--- config.mk ---
export PLATFORM = sky130hd
export DESIGN_NAME = juiz_rodada
export DESIGN_NICKNAME = d
export VERILOG_FILES = /design/src/rtl/juiz_rodada.sv
export SDC_FILE = /design/constraint.sdc
export NUM_CORES = 1
export LEC_CHECK = 0
export BUFFER_PORTS_ARGS = -buffer_cell sky130_fd_sc_hd__buf_2
export CAP_MARGIN = 5
export CORE_ASPECT_RATIO = 0.9
export CORE_MARGIN = 1
export CORE_UTILIZATION = 45
export DETAILED_ROUTE_END_ITERATION = 16
export GPL_TIMING_DRIVEN = 0
export PLACE_DENSITY = 0.67
export REMOVE_ABC_BUFFERS = 1
export SLEW_MARGIN = 5
export SYNTH_ARGS = -nofsm -noshare
export SYNTH_HDL_FRONTEND = slang
export SYNTH_SLANG_ARGS = --single-unit
--- constraint.sdc ---
create_clock -name clock_i -period 2.9 [get_ports clock_i]
set_input_delay 0.725 -clock clock_i [delete_from_list [all_inputs] [get_ports clock_i]]
set_output_delay 0.725 -clock clock_i [all_outputs]
set_load 0.02 [all_outputs]
--- src/rtl/juiz_rodada.sv ---
// juiz_rodada: round referee for the reaction game; arms, waits a random delay, lights GO,
// judges the first clean press and emits one victory pulse per round.
module juiz_rodada #(
  parameter logic [31:0] DELAY_MIN   = 32'd50_000_000,
  parameter logic [15:0] DELAY_MASK  = 16'h7FFF,
  parameter logic [31:0] TIMEOUT     = 32'd200_000_000,
  parameter logic [31:0] HOLD_CYCLES = 32'd25_000_000,
  parameter logic [3:0]  WIN_POINTS  = 4'd8
) (
  input  logic clock_i,
  input  logic reset_i,
  input  logic start_i,
  input  logic btn1_i,
  input  logic btn2_i,
  output logic p1vic_o,
  output logic p2vic_o,
  output logic go_led_o,
  output logic false_start_o,
  output logic match_over_o
);
  typedef enum logic [2:0] {IDLE, WAIT, GO, VERDICT, HOLD, MATCH_END} state_t;
  state_t      state_q;
  logic [1:0]  sync1_q, sync2_q, prev_q, press_d;
  logic [15:0] lfsr_q, lfsr_d;
  logic [31:0] cnt_q, delay_d;
  logic [3:0]  pts1_q, pts2_q;
  logic        fs_q, p1vic_q, p2vic_q, go_q, false_q, over_q;

  assign press_d = sync2_q & ~prev_q;

  // LFSR next value (taps 16,14,13,11) and the random arm delay drawn from the current value
  always_comb begin
    lfsr_d  = {lfsr_q[14:0], lfsr_q[15] ^ lfsr_q[13] ^ lfsr_q[12] ^ lfsr_q[10]};
    delay_d = DELAY_MIN + {16'd0, lfsr_q & DELAY_MASK};
  end

  // two-flop synchronizers for both buttons plus the previous level for rising-edge detect
  always_ff @(posedge clock_i or negedge reset_i) begin
    if (!reset_i) begin
      sync1_q <= 2'b00;
      sync2_q <= 2'b00;
      prev_q  <= 2'b00;
    end else begin
      sync1_q <= {btn2_i, btn1_i};
      sync2_q <= sync1_q;
      prev_q  <= sync2_q;
    end
  end

  // free-running LFSR, shifts every cycle regardless of state
  always_ff @(posedge clock_i or negedge reset_i) begin
    if (!reset_i) lfsr_q <= 16'hACE1;
    else          lfsr_q <= lfsr_d;
  end

  // referee FSM; cnt_q is shared as delay, timeout and hold counter since they never overlap
  always_ff @(posedge clock_i or negedge reset_i) begin
    if (!reset_i) begin
      state_q <= IDLE;
      cnt_q   <= 32'd0;
      pts1_q  <= 4'd0;
      pts2_q  <= 4'd0;
      fs_q    <= 1'b0;
      p1vic_q <= 1'b0;
      p2vic_q <= 1'b0;
      go_q    <= 1'b0;
      false_q <= 1'b0;
      over_q  <= 1'b0;
    end else begin
      p1vic_q <= 1'b0;
      p2vic_q <= 1'b0;
      case (state_q)
        IDLE: if (start_i) begin
          state_q <= WAIT;
          cnt_q   <= delay_d;
        end
        WAIT: if (press_d == 2'b11) begin
          cnt_q <= delay_d;
        end else if (press_d != 2'b00) begin
          state_q <= VERDICT;
          p1vic_q <= press_d[1];
          p2vic_q <= press_d[0];
          fs_q    <= 1'b1;
        end else if (cnt_q == 32'd0) begin
          state_q <= GO;
          go_q    <= 1'b1;
        end else begin
          cnt_q <= cnt_q - 32'd1;
        end
        GO: if (press_d == 2'b11 || (press_d == 2'b00 && cnt_q == TIMEOUT - 32'd1)) begin
          state_q <= HOLD;
          go_q    <= 1'b0;
          cnt_q   <= 32'd0;
          fs_q    <= 1'b0;
        end else if (press_d != 2'b00) begin
          state_q <= VERDICT;
          go_q    <= 1'b0;
          p1vic_q <= press_d[0];
          p2vic_q <= press_d[1];
          fs_q    <= 1'b0;
        end else begin
          cnt_q <= cnt_q + 32'd1;
        end
        VERDICT: begin
          state_q <= HOLD;
          cnt_q   <= 32'd0;
          false_q <= fs_q;
          pts1_q  <= pts1_q + {3'd0, p1vic_q & (pts1_q != WIN_POINTS)};
          pts2_q  <= pts2_q + {3'd0, p2vic_q & (pts2_q != WIN_POINTS)};
        end
        HOLD: if (cnt_q == HOLD_CYCLES - 32'd1) begin
          false_q <= 1'b0;
          fs_q    <= 1'b0;
          if (pts1_q == WIN_POINTS || pts2_q == WIN_POINTS) begin
            state_q <= MATCH_END;
            over_q  <= 1'b1;
          end else begin
            state_q <= IDLE;
          end
        end else begin
          cnt_q <= cnt_q + 32'd1;
        end
        MATCH_END: over_q <= 1'b1;
        default: state_q <= IDLE;
      endcase
    end
  end

  assign p1vic_o       = p1vic_q;
  assign p2vic_o       = p2vic_q;
  assign go_led_o      = go_q;
  assign false_start_o = false_q;
  assign match_over_o  = over_q;
endmodule

==> results of run 1 <==
==> synthesized netlist by cell type (all sizes together), types with 9 or more instances <==
| cell type | count |
|---|---|
| nor2 | 41 |
| xnor2 | 15 |
| buf | 10 |
| ha | 11 |
| inv | 13 |
| nand3 | 24 |
| nor3 | 21 |
| a31oi | 9 |
| dfrtp | 63 |
| clkbuf | 32 |
| and3 | 10 |
| nand4 | 14 |
| a21oi | 32 |
| nand2 | 44 |
| o21ai | 35 |
| o31ai | 12 |
| o22ai | 12 |
| nor4 | 11 |
==> metal layers <==
metal  track usage [%]  vias to the layer above
met5                 0                        -
met4              10.3                        0
met3              5.87                       33
met2              39.4                      233
met1              34.3                     2135
li1                  -                     2045
==> power groups by stage <==
stage | Sequential, µW | Combinational [µW] | Clock, µW
after floorplan | 1010 | 9.34 | 0
after global placement | 1010 | 35.0 | 0
after detailed placement | 1010 | 40.6 | 0
after CTS | 997 | 41.8 | 1210
after global routing | 997 | 46.8 | 1240
final | 997 | 40.5 | 1180
==> through the flow <==
| stage | area [µm²] | util (%) | std cells | worst slack [ns] | setup TNS, ns |
|---|---|---|---|---|---|
| 2_1_floorplan | 4460 | - | 499 | -0.462 | -8.16 |
| 3_3_place_gp | 4660 | 47.2 | 634 | -1.89 | -49.23 |
| 3_5_place_dp | 4720 | 47.9 | 636 | -1.07 | -25.62 |
| 4_1_cts | 5200 | 52.7 | 662 | 0.0127 | 0 |
| 5_1_grt | 5320 | 53.9 | 668 | -0.00312 | -0.00312 |
| 6_report | 5320 | 53.9 | 668 | 0.0875 | 0 |
==> worst min path at each step <==
stage / startpoint / slack (ns) / to
2_1_floorplan: sync1_q[0] / 0.33 / sync2_q[0]
3_3_place_gp: sync1_q[1] / 0.33 / sync2_q[1]
3_5_place_dp: sync1_q[1] / 0.34 / sync2_q[1]
4_1_cts: reset_i / 0.34 / pts1_q[3]
5_1_grt: reset_i / 0.35 / pts1_q[3]
6_report: reset_i / 0.32 / pts1_q[3]
==> timing repair <==
action	4_1_cts	5_1_grt
pin swaps	5	3
buffers inserted	8	5
cloned	2	1
gates resized for setup	13	13
setup endpoints to repair	33	28
==> registers in the layout, indices dropped and copies added, names as in the netlist <==
register / flops
match_over_o: 1
lfsr_q: 16
fs_q: 1
state_q: 3
p2vic_o: 1
cnt_q: 32
sync2_q: 2
pts1_q: 4
go_led_o: 1
sync1_q: 2
pts2_q: 4
p1vic_o: 1
prev_q: 2
false_start_o: 1
==> worst reg2reg max path, cell delays in order, from the launching register on <==
cell and delay, ns:
dfrtp_1 0.53, nor2b_1 0.35, nand4_1 0.24, o41ai_4 0.50, o311ai_4 0.27, buf_8 0.23
and2_1 0.17, o21ai_0 0.25, o21ai_0 0.13
==> cell families after synthesis <==
kind of cell | after synthesis | share of synthesized area [%]
buf+inv | 56 | 5.22
fa+ha+maj | 11 | 2.96
simple gates | 219 | 25.2
compound gates | 157 | 22.8
mux | 5 | 1.18
flops | 71 | 38.4
xor+xnor | 22 | 4.15
==> layout make-up <==
class / count / area [µm²]
inverters: 14 / 52.6
repair buffers: 24 / 205
fillers: 878 / 4550
flip-flops and latches: 71 / 1790
well taps: 126 / 158
clock inverters: 6 / 85.1
clock buffers: 10 / 229
multi-input cells: 417 / 2800
==> flow_metrics.py, run 1 <==
metrics = {
    "placed_design": {
        "place_congestion": 0.899,
        "dp_hpwl_mm": 8.15,
        "io_buffers": 9,
    },
    "route": {
        "drc": 0,
        "routedWlPerCell_um": 19.8,
        "met2_wirelength_mm": 6.15,
        "via_per_inst": 6.66,
        "wl_met1_mm": 5.75,
        "finalWirelength_mm": 13.2,
        "highest_layer": "met4",
        "dr.first_iter.drc_count": 521,
        "drtPass1Iterations": 5,
        "wl_met3_mm": 1.05,
        "num_vias": 4446,
        "postRouteAntennaNets": 0,
    },
    "power_and_ir_drop": {
        "power.total_uw": 2220,
        "p_comb_share_pct": 1.8,
        "pwr-share-seq_pct": 44.9,
        "p_leak_uw": 0.00220,
        "switchingPower_uw": 464,
        "p_per_area_mw_per_mm2": 417,
        "clkPwrFrac_pct": 53.2,
        "vdd_drop_max_v": 0.000332,
        "p_int_uw": 1760,
        "swShare_pct": 20.9,
    },
    "die": {
        "die_area_mm2": 0.0107,
        "core_mm2": 0.00987,
        "ioPinCount": 10,
        "placementRows": 34,
        "die_w_um": 109,
        "start_util_pct": 47.1,
        "dieHeight_um": 98.4,
    },
    "critical_path": {
        "crit_type": "reg -> reg",
        "cp.depth": 8,
        "crit_family": "compound AO/OA/AOI/OAI gates",
        "endpoint": "cnt_q[26]",
        "worst_path_most_repeated_cell": "o21ai_0",
        "r2r_end": "cnt_q[26]",
        "worstRegToRegCells": 8,
        "cp_num_buf_inv": 1,
        "r2r_setup_slack_ns": 0.09,
        "start_kind": "flop",
        "crit_slowest_cell": "dfrtp_1",
        "path_cells": "nor2b_1, nand4_1, o41ai_4, o311ai_4, buf_8, and2_1, o21ai_0, o21ai_0",
        "r2r_start": "cnt_q[8]",
        "startpoint": "cnt_q[8]",
        "path_max_fanout": 15,
        "cp_data_arrival_time_ns": 3.02,
        "cpPeakStageDelay_ns": 0.53,
        "cp-end-kind": "flop",
        "worstPathRequired_ns": 3.10,
    },
    "final_layout": {
        "drive_gt1_share_pct": 15.5,
        "final_common_cell": "dfrtp_1",
        "final_cell_mix": "62 x dfrtp_1, 42 x nand2_1, 38 x nor2_1",
        "num_antenna_cells": 0,
        "num-nets-final": 553,
        "areaGrowthSynthToFinish_pct": 14.5,
    },
    "sta": {
        "finalCritPeriodShare_pct": 97.0,
        "worst_hold_slack_ns": 0.319,
        "maxSlewViolCount": 0,
        "fin_crit_ns": 2.81,
        "max_freq_mhz": 356,
        "report.final.setup_viol": 0,
        "worstMarginPinSlew_ns": 0.717,
        "finalHoldViolCount": 0,
        "slew_headroom_pct": 51.8,
        "skew_ns": 0.00488,
    },
    "clock_tree": {
        "insertion_delay_ns": 0.34,
        "cts_tree": "built",
        "ctsLongestPathBuffers": 2,
        "ctsHoldBuffers": 0,
        "clkSinkCount": 71,
        "clk_pin_slew_ns": 0.06,
        "cts_buffers": 9,
        "clockRootBuffer": "clkbuf_16",
        "cts_max_level": 3,
    },
    "logic_synthesis": {
        "syn_inst": 541,
        "syn_area_mm2": 0.00465,
        "async_flop_share_pct": 100,
        "yosysTopAreaCell": "dfrtp_1",
        "ys_seq_area_share_pct": 38.4,
        "yosys-top-cells-area": "dfrtp_1 34%, dfstp_2 4.5%, o21ai_0 3.8%",
        "ys_ff_latch": 71,
        "syn-mean-instance-area_um2": 8.59,
        "synth_top_area_share_pct": 33.9,
        "synth_cell_types": 69,
        "synth_edf_count": 0,
        "yosys_warnings": 0,
        "ys.flop_type": "dfrtp_1",
    },
    "grt": {
        "grt_max_degree": 42,
        "antenna_found_initial": 0,
        "grt_overflow": 0,
        "grt_pass1_wl_mm": 21.4,
        "track_usage_pct": 25.5,
        "grt_pass1_vias": 4236,
    },
    "run_status": {
        "status": "finished clean",
    },
    "worst_hold_path": {
        "hp-class": "in -> async",
    },
    "job": {
        "timing.max_cap.violations": 0,
    },
}
No activity file was read; power rests on OpenSTA's default activity.
==> inputs of run 2 (changes only) <==
Settings changed: GPL_TIMING_DRIVEN 0 to not set, HOLD_SLACK_MARGIN set to 0.03, MAX_ROUTING_LAYER set to met4.
==> flow_metrics.py, run 2 (synthesized netlist as in run 1, its figures left out) <==
metrics = {
    "critical_path": {
        "worstPathRequired_ns": 3.12,
        "cp_data_arrival_time_ns": 2.91,
        "cp-end-kind": "flop",
        "path_max_fanout": 9,
        "cpPeakStageDelay_ns": 0.52,
        "crit_slowest_cell": "o41ai_1",
        "crit_type": "reg -> reg",
        "worstRegToRegCells": 8,
        "crit_family": "compound AO/OA/AOI/OAI gates",
        "path_cells": "nor4_2, nand4_1, o41ai_1, o311ai_2, buf_4, a221o_1, a22oi_1, o21ai_0",
        "start_kind": "flop",
        "cp.depth": 8,
        "cp_num_buf_inv": 1,
    },
    "final_layout": {
        "top_register": "cnt_q",
        "stdcell_count": 686,
        "num-nets-final": 571,
        "seqCellArea_mm2": 0.00179,
        "multiInputGateArea_mm2": 0.00263,
        "largest_reg_flops": 32,
        "drive_gt1_share_pct": 15.5,
        "fillers": 903,
        "final_cell_mix": "63 x dfrtp_1, 44 x nand2_1, 41 x nor2_1",
        "final_common_cell": "dfrtp_1",
        "areaGrowthSynthToFinish_pct": 14.0,
        "top_regs": "cnt_q (32), lfsr_q (16)",
        "fin_area_mm2": 0.00530,
        "num_antenna_cells": 0,
    },
    "power_and_ir_drop": {
        "p_leak_uw": 0.00229,
        "p_int_uw": 1770,
        "p_comb_share_pct": 1.7,
        "p_per_area_mw_per_mm2": 428,
        "switchingPower_uw": 497,
        "clkPwrFrac_pct": 54.3,
        "swShare_pct": 21.9,
        "vdd_drop_max_v": 0.000407,
        "pwr-share-seq_pct": 44.0,
    },
    "die": {
        "placementRows": 34,
        "core_mm2": 0.00987,
        "die_w_um": 109,
        "start_util_pct": 47.1,
        "ioPinCount": 10,
        "dieHeight_um": 98.4,
        "die_area_mm2": 0.0107,
    },
    "route": {
        "via_per_inst": 6.37,
        "postRouteAntennaNets": 0,
        "num_vias": 4369,
        "drtPass1Iterations": 6,
        "dr.first_iter.drc_count": 365,
        "finalWirelength_mm": 12.8,
        "drc": 0,
        "routedWlPerCell_um": 18.7,
    },
    "sta": {
        "report.final.setup_viol": 0,
        "grt_setup_unrepaired": "false",
        "fin_crit_ns": 2.69,
        "slew_headroom_pct": 46.7,
        "finalHoldViolCount": 0,
        "finalCritPeriodShare_pct": 92.8,
        "skew_ns": 0.00975,
        "maxSlewViolCount": 0,
        "tns_ns": 0,
        "max_freq_mhz": 372,
        "worstMarginPinSlew_ns": 0.797,
        "worst_hold_slack_ns": 0.352,
    },
    "clock_tree": {
        "clkSinkCount": 71,
        "clk_pin_slew_ns": 0.06,
        "cts_buffers": 9,
        "post_cts_resized": 0,
        "insertion_delay_ns": 0.35,
        "cts_tree": "built",
        "ctsHoldBuffers": 0,
        "cts_max_level": 3,
        "clockRootBuffer": "clkbuf_16",
        "ctsLongestPathBuffers": 2,
        "cts_setup_buffers": 0,
    },
    "grt": {
        "grt_overflow": 0,
        "track_usage_pct": 26.5,
        "antenna_found_initial": 0,
        "grt_max_degree": 72,
        "grt_pass1_vias": 4084,
        "grt_pass1_wl_mm": 21.1,
    },
    "job": {
        "timing.max_cap.violations": 0,
    },
    "placed_design": {
        "place_area_mm2": 0.00496,
        "io_buffers": 9,
        "dp_hpwl_mm": 8.87,
        "place_congestion": 0.946,
        "placed_cells": 670,
    },
    "run_status": {
        "status": "finished clean",
    },
    "worst_hold_path": {
        "holdPathStages": 0,
        "hp-class": "reg -> reg",
    },
}
==> run 2: cell count changes in the layout (fill, tap and decap cells not counted), moves of 2 or more <==
cell,change
buf_4,+22
clkinv_2,-2
inv_6,+3
nand2_1,+2
nand2_2,-2
nor2_1,+3
nor2_2,-3
nor3_1,+2
o22ai_4,-2
==> run 2: power groups by stage <==
stage / logic, µW / clock network, µW / registers (µW)
4_1_cts: 39.5 / 1260 / 997
3_3_place_gp: 38.1 / 0 / 1010
3_5_place_dp: 39.3 / 0 / 1010
5_1_grt: 43.9 / 1300 / 997
2_1_floorplan: 9.34 / 0 / 1010
6_report: 37.5 / 1230 / 997
==> run 2: per-stage QoR <==
step                total power [µW]  utilization [%]  worst slack (ns)
floorplan                       1020                -            -0.462
global placement                1050             50.3             0.213
detailed placement              1050             50.3             0.116
CTS                             2290             53.6            0.0753
global route                    2340             53.7            0.0263
finish                          2260             53.7             0.209
==> run 2: routing by layer <==
metal / part of all wire [%] / GRT usage [%] / vias to the layer above
li1: - / - / 2057
met1: 47 / 38.7 / 2070
met2: 42 / 35.2 / 215
met3: 9.0 / 7.14 / 27
met4: 1.9 / 7.80 / 0
met5: 0 / - / -
==> run 2: final cells by class <==
cell class,instances,area share [%]
well taps,126,2.98
inverters,14,0.992
clock buffers,9,4.25
flip-flops and latches,71,33.7
repair buffers,45,6.42
multi-input cells,414,49.7
clock inverters,7,1.94
==> run 2: worst paths after layout <==
check | slack, ns | to | start
max in group asynchronous | 2.14 | lfsr_q[13] | reset_i
min reg2reg | 0.35 | sync2_q[1] | sync1_q[1]
min | 0.35 | sync2_q[1] | sync1_q[1]
max | 0.21 | cnt_q[2] | cnt_q[28]
min in group asynchronous | 0.39 | pts2_q[2] | reset_i
max reg2reg | 0.21 | cnt_q[2] | cnt_q[28]
==> inputs of run 3 (changes only) <==
Settings changed: MAX_ROUTING_LAYER met4 to not set.
==> flow_metrics.py, run 3 (synthesized netlist as in run 1, its figures left out) <==
metrics = {
    "sta": {
        "report.final.setup_viol": 0,
        "fin_crit_ns": 2.79,
        "finalCritPeriodShare_pct": 96.2,
        "max_freq_mhz": 358,
        "worst_hold_slack_ns": 0.360,
        "slew_headroom_pct": 52.7,
        "finalHoldViolCount": 0,
        "worstMarginPinSlew_ns": 0.707,
        "maxSlewViolCount": 0,
        "skew_ns": 0.00586,
        "fin_ws_ns": 0.111,
        "grt_setup_unrepaired": "false",
    },
    "critical_path": {
        "path_cells": "nor4_1, nand4_1, o41ai_2, o311a_1, buf_4, a21oi_1, o31ai_1, o31ai_1",
        "cp-end-kind": "flop",
        "cp_data_arrival_time_ns": 2.99,
        "r2r_setup_slack_ns": 0.11,
        "r2r_end": "cnt_q[19]",
        "crit_slowest_cell": "nor4_1",
        "worstRegToRegCells": 8,
        "startpoint": "cnt_q[28]",
        "worst_path_most_repeated_cell": "o31ai_1",
        "start_kind": "flop",
        "r2r_start": "cnt_q[28]",
        "cpPeakStageDelay_ns": 0.56,
        "crit_type": "reg -> reg",
        "path_max_fanout": 20,
        "worstPathRequired_ns": 3.10,
    },
    "final_layout": {
        "num_antenna_cells": 0,
        "drive_gt1_share_pct": 15.4,
        "stdcell_count": 685,
        "multiInputGateArea_mm2": 0.00263,
        "largest_reg_flops": 32,
        "fillers": 905,
        "final_cell_mix": "63 x dfrtp_1, 44 x nand2_1, 41 x nor2_1",
        "final_common_cell": "dfrtp_1",
        "top_register": "cnt_q",
        "seqCellArea_mm2": 0.00179,
        "top_regs": "cnt_q (32), lfsr_q (16)",
        "num-nets-final": 570,
        "areaGrowthSynthToFinish_pct": 14.4,
    },
    "power_and_ir_drop": {
        "swShare_pct": 18.7,
        "power.total_uw": 2360,
        "switchingPower_uw": 441,
        "vdd_drop_max_v": 0.000394,
        "clkPwrFrac_pct": 56.2,
        "p_per_area_mw_per_mm2": 444,
        "p_int_uw": 1920,
        "pwr-share-seq_pct": 42.3,
        "p_comb_share_pct": 1.5,
        "p_leak_uw": 0.00230,
    },
    "clock_tree": {
        "cts_setup_buffers": 0,
        "cts_buffers": 9,
        "ctsHoldBuffers": 0,
        "cts_tree": "built",
        "insertion_delay_ns": 0.33,
        "clk_pin_slew_ns": 0.06,
        "cts_max_level": 3,
        "ctsLongestPathBuffers": 2,
        "clkSinkCount": 71,
        "clockRootBuffer": "clkbuf_16",
        "post_cts_resized": 0,
    },
    "worst_hold_path": {
        "hp-class": "reg -> reg",
        "holdPathStages": 0,
        "hold_end": "sync2_q[0]",
        "hold_path_startpoint": "sync1_q[0]",
    },
    "route": {
        "drtPass1Iterations": 5,
        "routedWlPerCell_um": 18.4,
        "postRouteAntennaNets": 0,
        "finalWirelength_mm": 12.6,
        "num_vias": 4370,
        "dr.first_iter.drc_count": 387,
        "via_per_inst": 6.38,
        "drc": 0,
    },
    "placed_design": {
        "io_buffers": 9,
        "dp_slack_ns": 0.112,
        "placed_cells": 669,
        "dp_hpwl_mm": 8.94,
        "place_congestion": 0.936,
    },
    "grt": {
        "met3_usage_pct": 7.28,
        "grt_overflow": 0,
        "global_route.usage.met2_pct": 35.4,
        "antenna_found_initial": 0,
        "track_usage_pct": 25.4,
        "grt-busiest-layer": "met1",
        "use_met1_pct": 37.3,
        "grt_pass1_vias": 4236,
        "grt_pass1_wl_mm": 21.3,
        "grt_max_degree": 37,
    },
    "die": {
        "die_area_mm2": 0.0107,
        "dieHeight_um": 98.4,
        "placementRows": 34,
        "core_mm2": 0.00987,
        "die_w_um": 109,
        "start_util_pct": 47.1,
        "ioPinCount": 10,
    },
    "run_status": {
        "status": "finished clean",
    },
    "job": {
        "timing.max_cap.violations": 0,
    },
}
==> run 3: power by group through the flow <==
stage | Clock (µW) | Combinational [µW] | Sequential, µW
floorplan | 0 | 9.34 | 1010
global placement | 0 | 36.9 | 1010
detailed placement | 0 | 38.1 | 1010
CTS | 1350 | 38.3 | 997
global route | 1400 | 42.5 | 997
finish | 1320 | 36.5 | 997
==> run 3: worst max path at each step <==
stage | endpoint | cells past startpoint | slack [ns]
4_1_cts | cnt_q[19] | 9 | 0.07
2_1_floorplan | cnt_q[16] | 7 | -0.46
3_3_place_gp | cnt_q[19] | 9 | 0.21
3_5_place_dp | cnt_q[19] | 9 | 0.11
5_1_grt | cnt_q[28] | 8 | 0.04
6_report | cnt_q[19] | 8 | 0.11
==> run 3: per-stage QoR <==
step                      utilization (%)  TNS (ns)  instance area (µm²)
after floorplan                         -     -8.16                 4460
after global routing                 53.9         0                 5320
after global placement               50.1         0                 4940
after detailed placement             50.1         0                 4940
final                                53.9         0                 5320
after CTS                            53.8         0                 5310
==> run 3: worst max-delay path: cells and delay by family (launching register included) <==
kind,cells,cell delay [ns]
AO/OA/AOI/OAI,5,1.13
buffers and inverters,1,0.26
flip-flops,1,0.46
AND/OR/NAND/NOR,2,0.80
==> run 3: layout make-up <==
type                            instances  area share [%]
Clock inverter                          4            1.86
Timing Repair Buffer                   44            6.02
Inverter                               14           0.988
Tap cell                              126            2.97
Multi-Input combinational cell        414            49.5
Clock buffer                           12            5.01
Sequential cell                        71            33.6
==> run 3: routing by layer <==
layer / vias to the layer above / wire [µm]
li1: 2058 / -
met5: - / 0
met4: 0 / 215
met2: 216 / 5300
met3: 20 / 1150
met1: 2076 / 5940
